==> src/rtl/addsub_seq_pkg.sv <==
// Shared definitions for the sequential adder/subtractor controller.
// Holds the FSM state encoding and a small state decode helper.
package addsub_seq_pkg;

    typedef enum logic [1:0] {
        IDLE = 2'd0,
        RUN  = 2'd1,
        DONE = 2'd2
    } state_t;

    // The spare encoding 2'd3 behaves exactly like IDLE.
    function automatic logic is_idle(input state_t s);
        return (s != RUN) && (s != DONE);
    endfunction

endpackage

==> src/rtl/addsub_seq_ctrl_if.sv <==
// Operand/result handshake bundle for addsub_seq_ctrl.
// The master side is the producer/consumer pair; the slave side is the controller.
interface addsub_seq_ctrl_if #(
    parameter int W = 16
);
    logic         in_valid;
    logic         in_ready;
    logic [W-1:0] a;
    logic [W-1:0] b;
    logic         sub;
    logic         out_valid;
    logic         out_ready;
    logic [W-1:0] sum;
    logic         cout;
    logic         ovf;

    modport master (
        output in_valid, a, b, sub, out_ready,
        input  in_ready, out_valid, sum, cout, ovf
    );

    modport slave (
        input  in_valid, a, b, sub, out_ready,
        output in_ready, out_valid, sum, cout, ovf
    );
endinterface

==> src/rtl/addsub_seq_ctrl_rca_nbit.sv <==
// n-bit ripple-carry adder slice built from per-bit full adders.
// Purely combinational; the controller reuses it once per slice step.
module rca_nbit
    import addsub_seq_pkg::*;
#(
    parameter int n = 4
) (
    input  logic [n-1:0] a,
    input  logic [n-1:0] b,
    input  logic         cin,
    output logic [n-1:0] s,
    output logic         cout
);
    logic [n:0] c;

    assign c[0] = cin;

    generate
        for (genvar gi = 0; gi < n; gi++) begin : g_fa
            assign s[gi]   = a[gi] ^ b[gi] ^ c[gi];
            assign c[gi+1] = (a[gi] & b[gi]) | (c[gi] & (a[gi] ^ b[gi]));
        end
    endgenerate

    assign cout = c[n];
endmodule

==> src/rtl/addsub_seq_ctrl.sv <==
// Sequential W-bit add/subtract: one shared N-bit slice processes the operands
// LSB to MSB over K cycles, with the inter-slice carry held in a register.
module addsub_seq_ctrl
    import addsub_seq_pkg::*;
#(
    parameter int N = 4,
    parameter int K = 4
) (
    input  logic            clk,
    input  logic            rst,
    addsub_seq_ctrl_if.slave bus
);
    localparam int W     = N * K;
    localparam int IDX_W = $clog2(K);
    localparam logic [IDX_W-1:0] IDX_LAST = IDX_W'(K - 1);

    state_t             state_reg;
    state_t             state_next;
    logic [IDX_W-1:0]   idx_reg;
    logic               carry_reg;
    logic [W-1:0]       a_reg;
    logic [W-1:0]       b_reg;
    logic [W-1:0]       sum_reg;
    logic               cout_reg;
    logic               ovf_reg;

    logic               accept;
    logic               step;
    logic               last;
    logic [N-1:0]       a_sl [K];
    logic [N-1:0]       b_sl [K];
    logic [N-1:0]       slice_a;
    logic [N-1:0]       slice_b;
    logic [N-1:0]       slice_s;
    logic               slice_co;

    generate
        for (genvar gi = 0; gi < K; gi++) begin : g_slice
            assign a_sl[gi] = a_reg[gi*N +: N];
            assign b_sl[gi] = b_reg[gi*N +: N];
        end
    endgenerate

    assign slice_a = a_sl[idx_reg];
    assign slice_b = b_sl[idx_reg];

    rca_nbit #(.n(N)) u_rca (
        .a    (slice_a),
        .b    (slice_b),
        .cin  (carry_reg),
        .s    (slice_s),
        .cout (slice_co)
    );

    always_comb begin
        state_next = state_reg;
        accept     = 1'b0;
        step       = 1'b0;
        last       = 1'b0;
        case (state_reg)
            RUN: begin
                step = 1'b1;
                last = (idx_reg == IDX_LAST);
                if (last) state_next = DONE;
            end
            DONE: begin
                if (bus.out_ready) state_next = IDLE;
            end
            default: begin
                accept = bus.in_valid;
                if (bus.in_valid) state_next = RUN;
            end
        endcase
    end

    always_ff @(posedge clk) begin
        if (rst) state_reg <= IDLE;
        else     state_reg <= state_next;
    end

    // Subtraction is folded into the operand load: invert B, seed carry with 1.
    always_ff @(posedge clk) begin
        if (rst) begin
            idx_reg   <= '0;
            carry_reg <= 1'b0;
            a_reg     <= '0;
            b_reg     <= '0;
            sum_reg   <= '0;
            cout_reg  <= 1'b0;
            ovf_reg   <= 1'b0;
        end else if (accept) begin
            a_reg     <= bus.a;
            b_reg     <= bus.b ^ {W{bus.sub}};
            carry_reg <= bus.sub;
            idx_reg   <= '0;
        end else if (step) begin
            for (int i = 0; i < K; i++) begin
                if (idx_reg == IDX_W'(i)) sum_reg[i*N +: N] <= slice_s;
            end
            carry_reg <= slice_co;
            if (last) begin
                cout_reg <= slice_co;
                ovf_reg  <= (a_reg[W-1] == b_reg[W-1]) && (slice_s[N-1] != a_reg[W-1]);
            end else begin
                idx_reg <= idx_reg + IDX_W'(1);
            end
        end
    end

    assign bus.in_ready  = !rst && is_idle(state_reg);
    assign bus.out_valid = (state_reg == DONE);
    assign bus.sum       = sum_reg;
    assign bus.cout      = cout_reg;
    assign bus.ovf       = ovf_reg;
endmodule

==> src/flat_wrapper.sv <==
// flat-port wrapper written by rule: the top's interface ports become plain ports
module addsub_seq_ctrl_flat import addsub_seq_pkg::*;
#(
    parameter int N = 4,
    parameter int K = 4
)
  (clk, rst, bus_in_valid, bus_a, bus_b, bus_sub, bus_out_ready, bus_in_ready, bus_out_valid, bus_sum, bus_cout, bus_ovf);
  addsub_seq_ctrl_if #(.W((N * K))) bus_i ();
  input  logic clk;
  input  logic rst;
  input wire logic [$bits(bus_i.in_valid)-1:0] bus_in_valid;
  input wire logic [$bits(bus_i.a)-1:0] bus_a;
  input wire logic [$bits(bus_i.b)-1:0] bus_b;
  input wire logic [$bits(bus_i.sub)-1:0] bus_sub;
  input wire logic [$bits(bus_i.out_ready)-1:0] bus_out_ready;
  output wire logic [$bits(bus_i.in_ready)-1:0] bus_in_ready;
  output wire logic [$bits(bus_i.out_valid)-1:0] bus_out_valid;
  output wire logic [$bits(bus_i.sum)-1:0] bus_sum;
  output wire logic [$bits(bus_i.cout)-1:0] bus_cout;
  output wire logic [$bits(bus_i.ovf)-1:0] bus_ovf;
  assign bus_i.in_valid = bus_in_valid;
  assign bus_i.a = bus_a;
  assign bus_i.b = bus_b;
  assign bus_i.sub = bus_sub;
  assign bus_i.out_ready = bus_out_ready;
  assign bus_in_ready = bus_i.in_ready;
  assign bus_out_valid = bus_i.out_valid;
  assign bus_sum = bus_i.sum;
  assign bus_cout = bus_i.cout;
  assign bus_ovf = bus_i.ovf;
  addsub_seq_ctrl #(.N(N), .K(K)) u_core (.clk(clk), .rst(rst), .bus(bus_i));
endmodule
==> config.mk <==
export PLATFORM = sky130hd
export DESIGN_NAME = addsub_seq_ctrl_flat
export DESIGN_NICKNAME = d
export VERILOG_FILES = /design/src/rtl/addsub_seq_pkg.sv /design/src/rtl/addsub_seq_ctrl_if.sv /design/src/rtl/addsub_seq_ctrl_rca_nbit.sv /design/src/rtl/addsub_seq_ctrl.sv /design/src/flat_wrapper.sv
export SDC_FILE = /design/constraint.sdc
export NUM_CORES = 1
export LEC_CHECK = 0
export CELL_PAD_IN_SITES_DETAIL_PLACEMENT = 1
export CELL_PAD_IN_SITES_GLOBAL_PLACEMENT = 1
export CORE_ASPECT_RATIO = 1.4
export CORE_MARGIN = 2
export CORE_UTILIZATION = 39
export DETAILED_ROUTE_END_ITERATION = 10
export PLACE_DENSITY_LB_ADDON = 0.3
export SYNTH_ARGS = -nofsm -noshare
export SYNTH_HDL_FRONTEND = slang
export SYNTH_HIERARCHICAL = 1
export SYNTH_SLANG_ARGS = --single-unit
==> constraint.sdc <==
create_clock -name clk -period 4.4 [get_ports clk]
set_input_delay 0.88 -clock clk [delete_from_list [all_inputs] [get_ports clk]]
set_output_delay 0.88 -clock clk [all_outputs]
set_load 0.02 [all_outputs]
-- Yosys cells after proc, flatten, opt, wreduce, memory -nomap -nowiden
Cells that the tools add are included.
- input port bits: 37
- output and inout port bits: 20
- bits in registers: 55
- bitwise gates (word level): 24
- magnitude comparators: 1
- muxes and demuxes: 15
- reductions and logical operators: 16
- add/sub/neg operators: 1
- eq/ne operators: 11
- operators by type and width (cell ; number):
    3-bit AND reduction ; 6
    4-bit binary-select mux with 2-bit select ; 2
    4-bit two-way mux ; 4
    16-bit bitwise XOR ; 1
    1-bit bitwise AND ; 8
    1-bit bitwise XOR ; 8
    2-bit == test, second input constant ; 3
    2-bit two-way mux ; 3
    1-bit two-way mux ; 5
    2-bit by 1-bit == test with 1-bit output, second input constant ; 2
    2-bit by 1-bit != test with 1-bit output, second input constant ; 2
    2-bit != test, second input constant ; 2
    1-bit bitwise OR ; 4
    2-bit case mux with 2 select lines ; 1
    2-bit OR reduction ; 2
    3-bit greater-or-equal comparator, second input constant ; 1
    1-bit logical AND ; 3
    2-bit inverter with 3-bit output ; 1
    3-bit nonzero test ; 1
    2-bit by 1-bit adder with 2-bit output, second input constant ; 1
    2-bit zero test ; 1
    1-bit inverter ; 2
    2-bit AND reduction ; 1
    2-bit nonzero test ; 1
    3 further kinds ; 3

-- Depth between registers and ports, before layout
- depth after elaboration: 15
- depth in mapped cells: 13
- gate-level depth less buffers: 12

-- Cells and area by module
Netlist, hierarchy kept.
- modules (own cells, without submodules) (module ; times used ; cells an instance ; area each (sq um)):
    addsub_seq_ctrl ; 1 ; 262 ; 2613.8
    rca_nbit ; 1 ; 14 ; 117.6

-- Least setup slack after synthesis
No wires, ideal clock.
- path kind: reg-to-reg
- from: reg u_core.idx_reg[0]
- to: reg u_core.ovf_reg, in the netlist u_core/bus.ovf
- arrival time: 3163 ps
- data required time: 4274 ps
- period minus slack after synthesis: 3289 ps
- stages on the path, launching flop included: 14
- setup slack: 1111 ps
- path buffers: 1
- setup time: 126 ps
- cells stage by stage: dfxtp_1 buf_2 mux4_2 fa_1 inv_1 fa_1 inv_1 fa_1 inv_1 fa_1 inv_1 and3b_1 nor4_1 nor3_1
- word-level cells in the longest chain between the ends: 14
- RTL lines (element ; line ; RTL):
    from (decl) ; addsub_seq_ctrl.sv:19 ; logic [IDX_W-1:0] idx_reg;
    from (signal assigned) ; addsub_seq_ctrl.sv:105 ; idx_reg <= idx_reg + IDX_W'(1);
    2-bit inverter with 3-bit output (not written as such) * ; addsub_seq_ctrl.sv:44 ; assign slice_a = a_sl[idx_reg];
    4-bit binary-select mux with 2-bit select * ; addsub_seq_ctrl.sv:44 ;
    4-bit two-way mux (not written as such) * (2 in a row) ; addsub_seq_ctrl.sv:44 ;
    net u_core.slice_a[0] ; addsub_seq_ctrl.sv:32 ; logic [N-1:0] slice_a;
    1-bit bitwise XOR ; addsub_seq_ctrl_rca_nbit.sv:21 ; assign c[gi+1] = (a[gi] & b[gi]) | (c[gi] & (a[gi] ^ b[gi]));
    1-bit bitwise AND ; addsub_seq_ctrl_rca_nbit.sv:21 ;
    1-bit bitwise OR * ; addsub_seq_ctrl_rca_nbit.sv:21 ;
    1-bit bitwise AND * ; addsub_seq_ctrl_rca_nbit.sv:21 ;
    1-bit bitwise OR * ; addsub_seq_ctrl_rca_nbit.sv:21 ;
    1-bit bitwise AND * ; addsub_seq_ctrl_rca_nbit.sv:21 ;
    1-bit bitwise OR * ; addsub_seq_ctrl_rca_nbit.sv:21 ;
    1-bit bitwise XOR * ; addsub_seq_ctrl_rca_nbit.sv:20 ; assign s[gi] = a[gi] ^ b[gi] ^ c[gi];
    net u_core.slice_s[3] ; addsub_seq_ctrl.sv:34 ; logic [N-1:0] slice_s;
    1-bit != test * ; addsub_seq_ctrl.sv:103 ; ovf_reg <= (a_reg[W-1] == b_reg[W-1]) && (slice_s[N-1] != a_reg[W-1]);
    1-bit logical AND * ; addsub_seq_ctrl.sv:103 ;
    to (signal assigned) ; addsub_seq_ctrl.sv:103 ;
    to (decl) ; addsub_seq_ctrl.sv:25 ; logic ovf_reg;
Mark *: on every way through the listed nets, which the timed path passes. The rest lies on a longest branch. The select of a mux whose other input is x is not followed.
A chain may end at the register's enable or synchronous reset.

-- Final worst setup path
Ends and elaborated chain as after synthesis.

==> results.sh <==
export IMPL_yosysSeqAreaShare=0.403
export IMPL_cp_start_kind="flip-flop"
export IMPL_grt_antenna_before_repair=0
export IMPL_io_pins=57
export IMPL_die_y_microns=103
export IMPL_critPathMaxStageDelay_ps=570
export IMPL_cts_htree_levels=2
export IMPL_maxSlewViolCount=0
export IMPL_cp_cell_sequence="mux4_2, fa_1, inv_1, fa_1, inv_1, fa_1, inv_1, fa_1, inv_1, and3b_1, nor4_1, nor3_1"
export IMPL_start_util=0.396
export IMPL_globalRouteOverflowTotal=0
export IMPL_cts_clk_slew_worst_paths_ps=90
export IMPL_final_cell_mix="55 x clkdlybuf4s50_1, 55 x dfxtp_1, 34 x nand2_1"
export IMPL_status="finished, final reports clean"
export IMPL_synth_area_leader_cell="dfxtp_1"
export IMPL_syn_cell_area_sq_mm=0.00273
export IMPL_grt_pass1_wl_microns=9500
export IMPL_ctsResizeCount=0
export IMPL_nets=370
export IMPL_die_area_sq_mm=0.00770
export IMPL_post_route_min_period_ps=3370
export IMPL_fin_crit_sh=0.766
export IMPL_r2r_end="u_core/bus.ovf$_SDFFE_PP0P_"
export IMPL_cp_slowest_cell="mux4_2"
export IMPL_finalHoldViolations=0
export IMPL_routed_wl_microns=5730
export IMPL_synth_area_top_cells="dfxtp_1 40%, a211oi_2 7.3%, mux4_2 6.6%, mux2i_1 5.5%, xnor2_1 5.5%"
export IMPL_ys_warn_count=6
export IMPL_fin_tns_setup_ps=0
export IMPL_max_cap_violations=0
export IMPL_crit_fanout=6
export IMPL_cp_required_ps=4570
export IMPL_drc=0
export IMPL_grt_pass1_vias=2044
export IMPL_slew_headroom=0.326
export IMPL_critPathKind="reg2reg"
export IMPL_final_util=0.494
export IMPL_port_buffers=56
export IMPL_rows=36
export IMPL_synth_nets=324
export IMPL_cts_root_buf="clkbuf_8"
export IMPL_cts_sinks=55
export IMPL_tightestPinTransition_ps=1010
export IMPL_p_per_area_mw_per_mm2=466
export IMPL_drive_gt1_frac=0.127
export IMPL_core_area_sq_mm=0.00689
export IMPL_hold_class="reg2reg"
export IMPL_fmax_ghz=0.297
export IMPL_vias=2018
export IMPL_first_pass_iters=4
export IMPL_via_per_inst=4.83
export IMPL_cts_tree="yes"
export IMPL_r2r_slack_ps=1030
export IMPL_synthToLayoutAreaGrowth_pct=24.6
export IMPL_peakVddDrop_v=0.000182
export IMPL_hold_slack_ps=465
export IMPL_finalClockSkew_ps=7.43
export IMPL_cts_made_buffers=5
export IMPL_min_from="u_core/a_reg[2]$_SDFFE_PP0P_"
export IMPL_hold_depth=2
export IMPL_grt_max_degree=61
export IMPL_setup_viol=0
export IMPL_fp_dieW_microns=74.7
export IMPL_yosys_register_bits=55
export IMPL_num_antenna_cells=0
export IMPL_dp_hpwl_microns=4260
export IMPL_antenna_left=0
export IMPL_avgSynthCellArea_sq_um=9.90
export IMPL_drtIter0Drc=114
export IMPL_arrival_ps=3540
export IMPL_synthCells=276
export IMPL_post_synth_top_area_fraction=0.403
export IMPL_p_leak_nw=1.24
export IMPL_synth_cell_type_count=33
export IMPL_rr_startpoint="u_core/idx_reg[0]$_SDFFE_PP0P_"
export IMPL_rsz0062_at_grt="no"
export IMPL_gp_congestion=0.783
export IMPL_fillCellCount=795
export IMPL_wl_per_cell_microns=13.7
export IMPL_worstSetupEndpointType="flip-flop"
export IMPL_r2r_cells=12
export IMPL_hold_end="u_core/a_reg[2]$_SDFFE_PP0P_"
export IMPL_track_usage=0.162
export IMPL_clk_latency_ps=300
export IMPL_holdBufCountCts=0
export IMPL_cts_buffer_depth=2
export IMPL_post_cts_setup_buffers=0
cell type report:
cell class / instances / area, sq um / share of cell area
Tap cell: 95 / 119 / 0.0349
Timing Repair Buffer: 58 / 571 / 0.168
Sequential cell: 55 / 1100 / 0.324
Clock buffer: 8 / 100 / 0.0294
Inverter: 15 / 56.3 / 0.0165
Multi-Input combinational cell: 187 / 1460 / 0.428
cell families (layout without fill, tap and decap cells):
| kind of cell | count (synthesis) | in the layout | share of synthesized area |
|---|---|---|---|
| flops | 55 | 55 | 0.403 |
| compound gates | 46 | 46 | 0.136 |
| fa+ha+maj | 11 | 11 | 0.0614 |
| mux | 24 | 24 | 0.125 |
| xor+xnor | 17 | 17 | 0.0545 |
| buf+inv | 34 | 81 | 0.0641 |
| simple gates | 89 | 89 | 0.156 |
stage by stage:
step	instances	area, sq um	power [W]	setup slack, ps
floorplan	276	2730	0.00116	1110
detailed placement	410	3300	0.00131	1050
global route	418	3400	0.00171	744
global placement	410	3300	0.00129	1160
CTS	418	3400	0.00161	1010
finish	418	3400	0.00158	1030
per-layer routing:
metal	up-vias	track usage	wire, microns
met3	10	0.0313	179
met2	39	0.296	3120
met1	956	0.185	2310
met4	0	0.0563	116
li1	1013	-	-
met5	-	0	0
power breakdown:
group          leakage [nW]  internal, W  switching, W  total [W]
clock network        0.0515     0.000144      0.000153   0.000297
registers             0.450     0.000594     0.0000667   0.000661
logic                 0.741     0.000285      0.000341   0.000627
total                  1.24      0.00102      0.000561    0.00158
Yosys cell counts (all sizes together):
cell / count
nand3: 5
o21ai: 5
a21boi: 1
and2: 2
fa: 4
mux2: 1
and3b: 1
nand2: 35
a211oi: 17
nor2b: 3
nor3: 5
nor4: 1
nor2: 18
mux4: 8
a21bo: 1
buf: 11
clkbuf: 8
a21oi: 22
inv: 15
mux2i: 15
nor3b: 1
nand2b: 18
xnor2: 17
ha: 7
dfxtp: 55
worst max-delay path, delay by kind of cell, from the launching register on:
family | cells | cell delay (ps)
buf+inv | 4 | 320
fa+ha+maj | 4 | 1350
simple gates | 3 | 500
flops | 1 | 490
mux | 1 | 570
worst max-delay path by stage:
stage / endpoint / slack [ps] / from
2_1_floorplan: u_core/bus.ovf$_SDFFE_PP0P_ / 1110 / u_core/idx_reg[0]$_SDFFE_PP0P_
3_3_place_gp: u_core/bus.ovf$_SDFFE_PP0P_ / 1160 / u_core/idx_reg[0]$_SDFFE_PP0P_
3_5_place_dp: u_core/bus.ovf$_SDFFE_PP0P_ / 1050 / u_core/idx_reg[0]$_SDFFE_PP0P_
4_1_cts: u_core/bus.ovf$_SDFFE_PP0P_ / 1010 / u_core/idx_reg[0]$_SDFFE_PP0P_
5_1_grt: u_core/bus.ovf$_SDFFE_PP0P_ / 740 / u_core/idx_reg[0]$_SDFFE_PP0P_
6_report: u_core/bus.ovf$_SDFFE_PP0P_ / 1030 / u_core/idx_reg[0]$_SDFFE_PP0P_
Power figures use the tool's default switching activity.
